$ cat config.mk
export PLATFORM = sky130hd
export DESIGN_NAME = paralelo_serial_tx
export DESIGN_NICKNAME = d
export VERILOG_FILES = /design/src/rtl/paralelo_serial_tx.sv
export SDC_FILE = /design/constraint.sdc
export NUM_CORES = 1
export LEC_CHECK = 0
export ABC_AREA = 1
export BUFFER_PORTS_ARGS = -buffer_cell sky130_fd_sc_hd__clkbuf_2
export CAP_MARGIN = 0
export CELL_PAD_IN_SITES_DETAIL_PLACEMENT = 0
export CELL_PAD_IN_SITES_GLOBAL_PLACEMENT = 1
export CORE_MARGIN = 3
export CORE_UTILIZATION = 42
export CTS_BUF_LIST = sky130_fd_sc_hd__clkbuf_4
export CTS_CLUSTER_DIAMETER = 30
export DETAILED_ROUTE_END_ITERATION = 10
export GPL_ROUTABILITY_DRIVEN = 0
export GPL_TIMING_DRIVEN = 0
export PLACE_DENSITY_LB_ADDON = 0.1
export SYNTH_ARGS = -nofsm -noshare
export SYNTH_HDL_FRONTEND = slang
export SYNTH_SLANG_ARGS = --single-unit
export TNS_END_PERCENT = 100
$ cat constraint.sdc
create_clock -name clk_32f -period 1.95 [get_ports clk_32f]
set_clock_uncertainty 0.1 [all_clocks]
set_input_delay 0 -clock clk_32f [delete_from_list [all_inputs] [get_ports clk_32f]]
set_output_delay 0 -clock clk_32f [all_outputs]
set_load 0.05 [all_outputs]
$ cat src/rtl/paralelo_serial_tx.sv
// Transmit serializer: bytes in over valid/ready, MSB-first serial out, one bit per clk_32f.
// Empty slots and the post-reset preamble carry the comma byte.
module paralelo_serial_tx #(
    parameter logic [7:0]  COMMA      = 8'hBC,
    parameter int unsigned SYNC_BYTES = 4
) (
    input  logic       clk_32f,
    input  logic       reset,
    input  logic [7:0] data_in,
    input  logic       valid_in,
    output logic       ready_out,
    output logic       data_out,
    output logic       byte_strobe,
    output logic       payload_active,
    output logic       sync_done
);

    localparam int unsigned CNT_W = 4;
    localparam int unsigned BIT_W = 3;
    localparam logic [CNT_W-1:0] SYNC_LAST = CNT_W'(SYNC_BYTES - 1);
    localparam logic [BIT_W-1:0] BIT_LAST  = BIT_W'(7);

    typedef enum logic {
        ST_SYNC = 1'b0,
        ST_RUN  = 1'b1
    } state_t;

    state_t           state_q, state_d;
    logic [CNT_W-1:0] sync_cnt_q, sync_cnt_d;
    logic [BIT_W-1:0] bit_cnt_q, bit_cnt_d;
    logic [7:0]       shifter_q, shifter_d;
    logic             hold_valid_q, hold_valid_d;
    logic [7:0]       hold_data_q, hold_data_d;
    logic             payload_q, payload_d;
    logic             strobe_q, strobe_d;

    logic load;
    logic accept;

    assign load      = (bit_cnt_q == BIT_LAST);
    assign ready_out = (state_q == ST_RUN) && (!hold_valid_q || load);
    assign accept    = valid_in && ready_out;

    // Next-state: shifter/slot sequencing plus the single-entry holding register
    always_comb begin
        state_d      = state_q;
        sync_cnt_d   = sync_cnt_q;
        bit_cnt_d    = bit_cnt_q + BIT_W'(1);
        shifter_d    = {shifter_q[6:0], 1'b0};
        hold_valid_d = hold_valid_q;
        hold_data_d  = hold_data_q;
        payload_d    = payload_q;
        strobe_d     = load;

        if (load) begin
            bit_cnt_d = '0;
            if (state_q == ST_SYNC) begin
                shifter_d  = COMMA;
                payload_d  = 1'b0;
                sync_cnt_d = sync_cnt_q + CNT_W'(1);
                if (sync_cnt_q == SYNC_LAST) begin
                    state_d = ST_RUN;
                end
            end else if (hold_valid_q) begin
                shifter_d = hold_data_q;
                payload_d = 1'b1;
            end else begin
                shifter_d = COMMA;
                payload_d = 1'b0;
            end
        end

        // Accept on a load refills the hold while the old byte moves to the shifter
        if (accept) begin
            hold_data_d  = data_in;
            hold_valid_d = 1'b1;
        end else if (load && hold_valid_q) begin
            hold_valid_d = 1'b0;
        end
    end

    always_ff @(posedge clk_32f) begin
        if (!reset) begin
            state_q      <= ST_SYNC;
            sync_cnt_q   <= '0;
            bit_cnt_q    <= BIT_LAST;
            shifter_q    <= 8'h00;
            hold_valid_q <= 1'b0;
            hold_data_q  <= 8'h00;
            payload_q    <= 1'b0;
            strobe_q     <= 1'b0;
        end else begin
            state_q      <= state_d;
            sync_cnt_q   <= sync_cnt_d;
            bit_cnt_q    <= bit_cnt_d;
            shifter_q    <= shifter_d;
            hold_valid_q <= hold_valid_d;
            hold_data_q  <= hold_data_d;
            payload_q    <= payload_d;
            strobe_q     <= strobe_d;
        end
    end

    assign data_out       = shifter_q[7];
    assign byte_strobe    = strobe_q;
    assign payload_active = payload_q;
    assign sync_done      = (state_q == ST_RUN);

endmodule
## Yosys cells after proc, flatten, opt, wreduce, memory -nomap -nowiden

Index checks and enable logic that the tools add are counted.

- Output and inout bits: 5
- Register bits after elaboration: 27
- Logic and storage cells: 32
- Input bits: 11

- Bitwise gates (word level): 1
- Equal/unequal tests: 2
- Reduce and logical (&&, ||, !) cells: 8
- Add/subtract/negate cells: 2
- Muxes and demuxes: 10

Operators by type and width:

| kind | number |
|---|---|
| two-way mux 8 bit | 3 |
| two-way mux 1 bit | 6 |
| adder 4 x 1 -> 4 bit, second input constant | 1 |
| == test 4 x 2 -> 1 bit, second input constant | 1 |
| AND reduction 4 bit | 1 |
| adder 3 x 1 -> 3 bit, second input constant | 1 |
| == test 3 bit, second input constant | 1 |
| logical AND 1 bit | 3 |
| two-way mux 3 bit | 1 |
| AND reduction 2 bit | 1 |
| nonzero test 2 bit | 1 |
| logical NOT 1 bit | 1 |
| logical OR 1 bit | 1 |
| inverter 1 bit | 1 |

## Logic depth before layout (Yosys ltp)

- Word-level depth: 5
- Gate-level depth with buffers: 9
- Gate-level depth less buffers: 8

## Worst setup path after synthesis

No wires, ideal clock.

- Path type: register to output
- From: register state_q, in the netlist sync_done
- To: output ready_out
- Slack: 201 ps
- Arrival time: 1649 ps
- Buffers on the path: 0
- Cell stages (with the launch flop): 3
- Cells stage by stage: dfxtp_1 -> inv_1 -> a21oi_1

- Longest elaborated chain between the ends: 1

Ends and longest elaborated chain:

| item | RTL line | RTL |
|---|---|---|
| start: declaration | 28 | `state_t state_q, state_d;` |
| start signal: assignment | 93 | `state_q <= state_d;` |
| logical AND 1 bit | 41 | `assign ready_out = (state_q == ST_RUN) && (!hold_valid_q \|\| load);` |
| end: declaration | 11 | `output logic ready_out,` |

Every way passes these cells.

## Worst setup path after layout

- From: register bit_cnt_q[0]
- To: output ready_out

- Longest elaborated chain between the ends: 3

Ends and longest elaborated chain:

| item | RTL line | RTL |
|---|---|---|
| start: declaration | 30 | `logic [BIT_W-1:0] bit_cnt_q, bit_cnt_d;` |
| start signal: assignment | 95 | `bit_cnt_q <= bit_cnt_d;` |
| == test 3 bit | 40 | `assign load = (bit_cnt_q == BIT_LAST);` |
| via load | 37 | `logic load;` |
| logical OR 1 bit | 41 |  |
| logical AND 1 bit | 41 |  |

The timed path passes the listed nets, and every way through them passes these cells.

==> key figures <==
Run status
  • Status: finished, final reports clean

Floorplan
  • Starting Density: a little under half
  • Die Wd: ~58 um
  • Ports: 16
  • Die height: between 50 and 60 um
  • Core area: ~2500 sq um
  • Number of core rows: 18
  • Area of the die: approximately 3400 sq um

Worst hold path
  • Hold Crit Class: reg -> reg

Finish
  • Post-Layout Inst Area: between 1000 and 1500 sq um
  • Antenna cells: 0
  • Layout area overhead: 20.9%
  • Most frequent cells in the layout: nand2_1, inv_1, dfxtp_1
  • Share of cells above drive strength 1: 16.9%
  • NumNets Final: 193
  • Commonest non-fill, non-tap cell in the layout: nand2_1
  • Storage cell area: 541 sq um
  • Multi-input logic area: approximately 430 sq um
  • # fillers: about 260

Power and ir drop
  • Leakage power: approximately 0.67 nW
  • Total net switching power: 352 uW
  • Clk pwr share: 22.3%
  • Combinational share of power: between 20% and 30%
  • Reg power frac: around 55%
  • Sw Share: approximately 31%
  • Int Pwr: roughly 780 uW
  • VDD IR-drop max: 0.000513 V
  • P per Cell Area: 823 nW/um^2

Timing
  • Final Hold Viols: 0
  • Pins Over Slew Limit: 0
  • Final period util: 89.3%
  • Final critical path time including I/O delays and setup: 1.74 ns
  • RSZ-0062 raised after global routing: no
  • Slew HR: between 80% and 90%
  • Final setup fails: 0
  • Fmax: around 0.57 GHz
  • Hold slack: 0.362 ns
  • Setup_tns: 0 ns
  • Worst Tran Pin Value: ~0.28 ns

Clock network
  • Clock Tree Buf Depth: 2
  • H-tree levels: 1
  • Hold buffer count at cts: 10
  • CTS tree: yes
  • Clock root buffer: clkbuf_4
  • Postcts setup bufs: 0
  • Clk Latency, worst-skew pair: approximately 0.33 ns
  • Worst-path clk slew: 0.16 ns
  • PostCTS Resize Cnt: 0
  • CTS Sinks: 27
  • TritonCTS buffer count: 3

Critical path
  • Worst Setup End Kind: output port
  • Worst Path Arrival: about 1.6 ns
  • Crit Path Max Fanout: 10
  • Crit path to: ready_out
  • R2R depth: 9
  • Worst setup SP type: flip-flop
  • Critical path type: reg -> out
  • Critical Path RT: ~1.9 ns
  • Origin of the worst setup path: bit_cnt_q[0]$_SDFF_PN1_
  • Reg2reg setup slack: between 0.4 and 0.5 ns
  • R2r startpoint: bit_cnt_q[0]$_SDFF_PN1_
  • Reg2reg end: hold_valid_q$_SDFFE_PN0P_

GRT
  • Number of global-route vias before repair: 849
  • Initial antenna violation count: 0
  • Total grt overflow: 0
  • First-pass GRT wire length: about 3800 um
  • Largest net degree at the start of global routing: 17
  • GRT Overall Usage: approximately 15%

Routing
  • DR iter-0 viols: 23
  • Post-route ant nets: 0
  • Wire per inst: approximately 11 um
  • Final WL: roughly 2200 um
  • Vias: ~950
  • DR pass1 iterations: 4
  • # DRC: 0
  • Vias/cell: approximately 4.5

Yosys
  • Synth warnings: 0
  • Post-synthesis cell count: 150
  • Cell taking the most area after synthesis: dfxtp_1
  • Post-synthesis sequential area ratio: a little under half
  • Share of the synthesized area in the top cell type: ~47%
  • Syn Nets: about 160
  • Synthesized cell area: roughly 1100 sq um
  • Area contributors post-synth: dfxtp_1, nand2_1, inv_1
  • Yosys cell types: 18
  • Post-synthesis area per instance: approximately 7.6 sq um
  • Post-synthesis register bit count: 27

Flow run
  • Maxcap violations: 0

Placed design
  • Placed Area: between 1000 and 1500 sq um
  • IO Port Bufs: 14
  • DP HPWL: roughly 1500 um
sequential cells by signal, indices dropped and copies added (netlist names):
name            count
hold_data_q         8
shifter_q           8
sync_cnt_q          4
bit_cnt_q           3
byte_strobe         1
hold_valid_q        1
payload_active      1
sync_done           1
layer usage:
metal	routed length, um	up-vias	GRT usage, %
li1	-	520	-
met1	1140	409	19.5
met2	954	12	23.1
met3	51	5	2.67
met4	44	0	6.95
met5	0	-	0
Yosys cell counts:
library cell  count
nand2_1          31
inv_1            30
dfxtp_1          27
nor2_1           14
a21oi_1          11
o21ai_0           9
nand4_1           8
nand3_1           4
buf_2             3
ha_1              3
buf_6             2
or2_2             2
inv_2             1
inv_8             1
nand2_4           1
nand3_4           1
nor2_4            1
nor3_1            1
cell type report:
| cell class | instances | share of cell area, % |
|---|---|---|
| Sequential cell | 27 | 39.2 |
| Clock inverter | 1 | 0.545 |
| Inverter | 32 | 9.26 |
| Multi-Input combinational cell | 86 | 31.5 |
| Clock buffer | 3 | 1.63 |
| Timing Repair Buffer | 24 | 12.4 |
| Tap cell | 30 | 2.72 |
| Buffer | 5 | 2.72 |
logic make-up (layout without fill, tap and decap cells):
group,Yosys count,after routing,synth area share (%)
buffers and inverters,37,65,14.5
AOI/OAI and AO/OA,20,20,8.78
and+or+nand+nor,63,63,26.0
adders and majority gates,3,3,3.29
DFF,27,27,47.4
power groups by stage:
stage          Combinational (mW)  Clock, mW  Sequential [mW]
2_1_floorplan               0.158          0            0.664
3_3_place_gp                0.234          0            0.639
3_5_place_dp                0.240          0            0.640
4_1_cts                     0.257      0.260            0.628
5_1_grt                     0.282      0.278            0.634
6_report                    0.253      0.253            0.628
through the flow:
step / worst slack [ns] / total power, mW / instances / utilization, %
after floorplan: 0.201 / 0.823 / 150 / -
after global placement: 0.457 / 0.873 / 194 / 49.5
after detailed placement: 0.435 / 0.880 / 194 / 49.5
after CTS: 0.199 / 1.14 / 208 / 54.6
after global routing: 0.146 / 1.19 / 208 / 54.6
final: 0.208 / 1.13 / 208 / 54.6
how the worst min path moves through the flow:
stage	from	slack, ns	endpoint	cells after the start
2_1_floorplan	reset	0.08	sync_cnt_q[2]$_SDFFE_PN0P_	2
4_1_cts	hold_data_q[0]$_SDFFE_PN0P_	0.36	shifter_q[0]$_SDFF_PN0_	2
6_report	hold_data_q[0]$_SDFFE_PN0P_	0.36	shifter_q[0]$_SDFF_PN0_	2
3_5_place_dp	data_in[6]	0.23	hold_data_q[6]$_SDFFE_PN0P_	5
3_3_place_gp	data_in[0]	0.21	hold_data_q[0]$_SDFFE_PN0P_	5
5_1_grt	shifter_q[0]$_SDFF_PN0_	0.39	shifter_q[1]$_SDFF_PN0_	2
worst max-delay path, cell delays in order, from the launching register on:
cell and delay [ns]:
dfxtp_1 0.37, ha_1 0.15, ha_1 0.15, buf_6 0.15, inv_8 0.05, a21oi_1 0.14
clkbuf_2 0.30
Power figures use the tool's default switching activity.
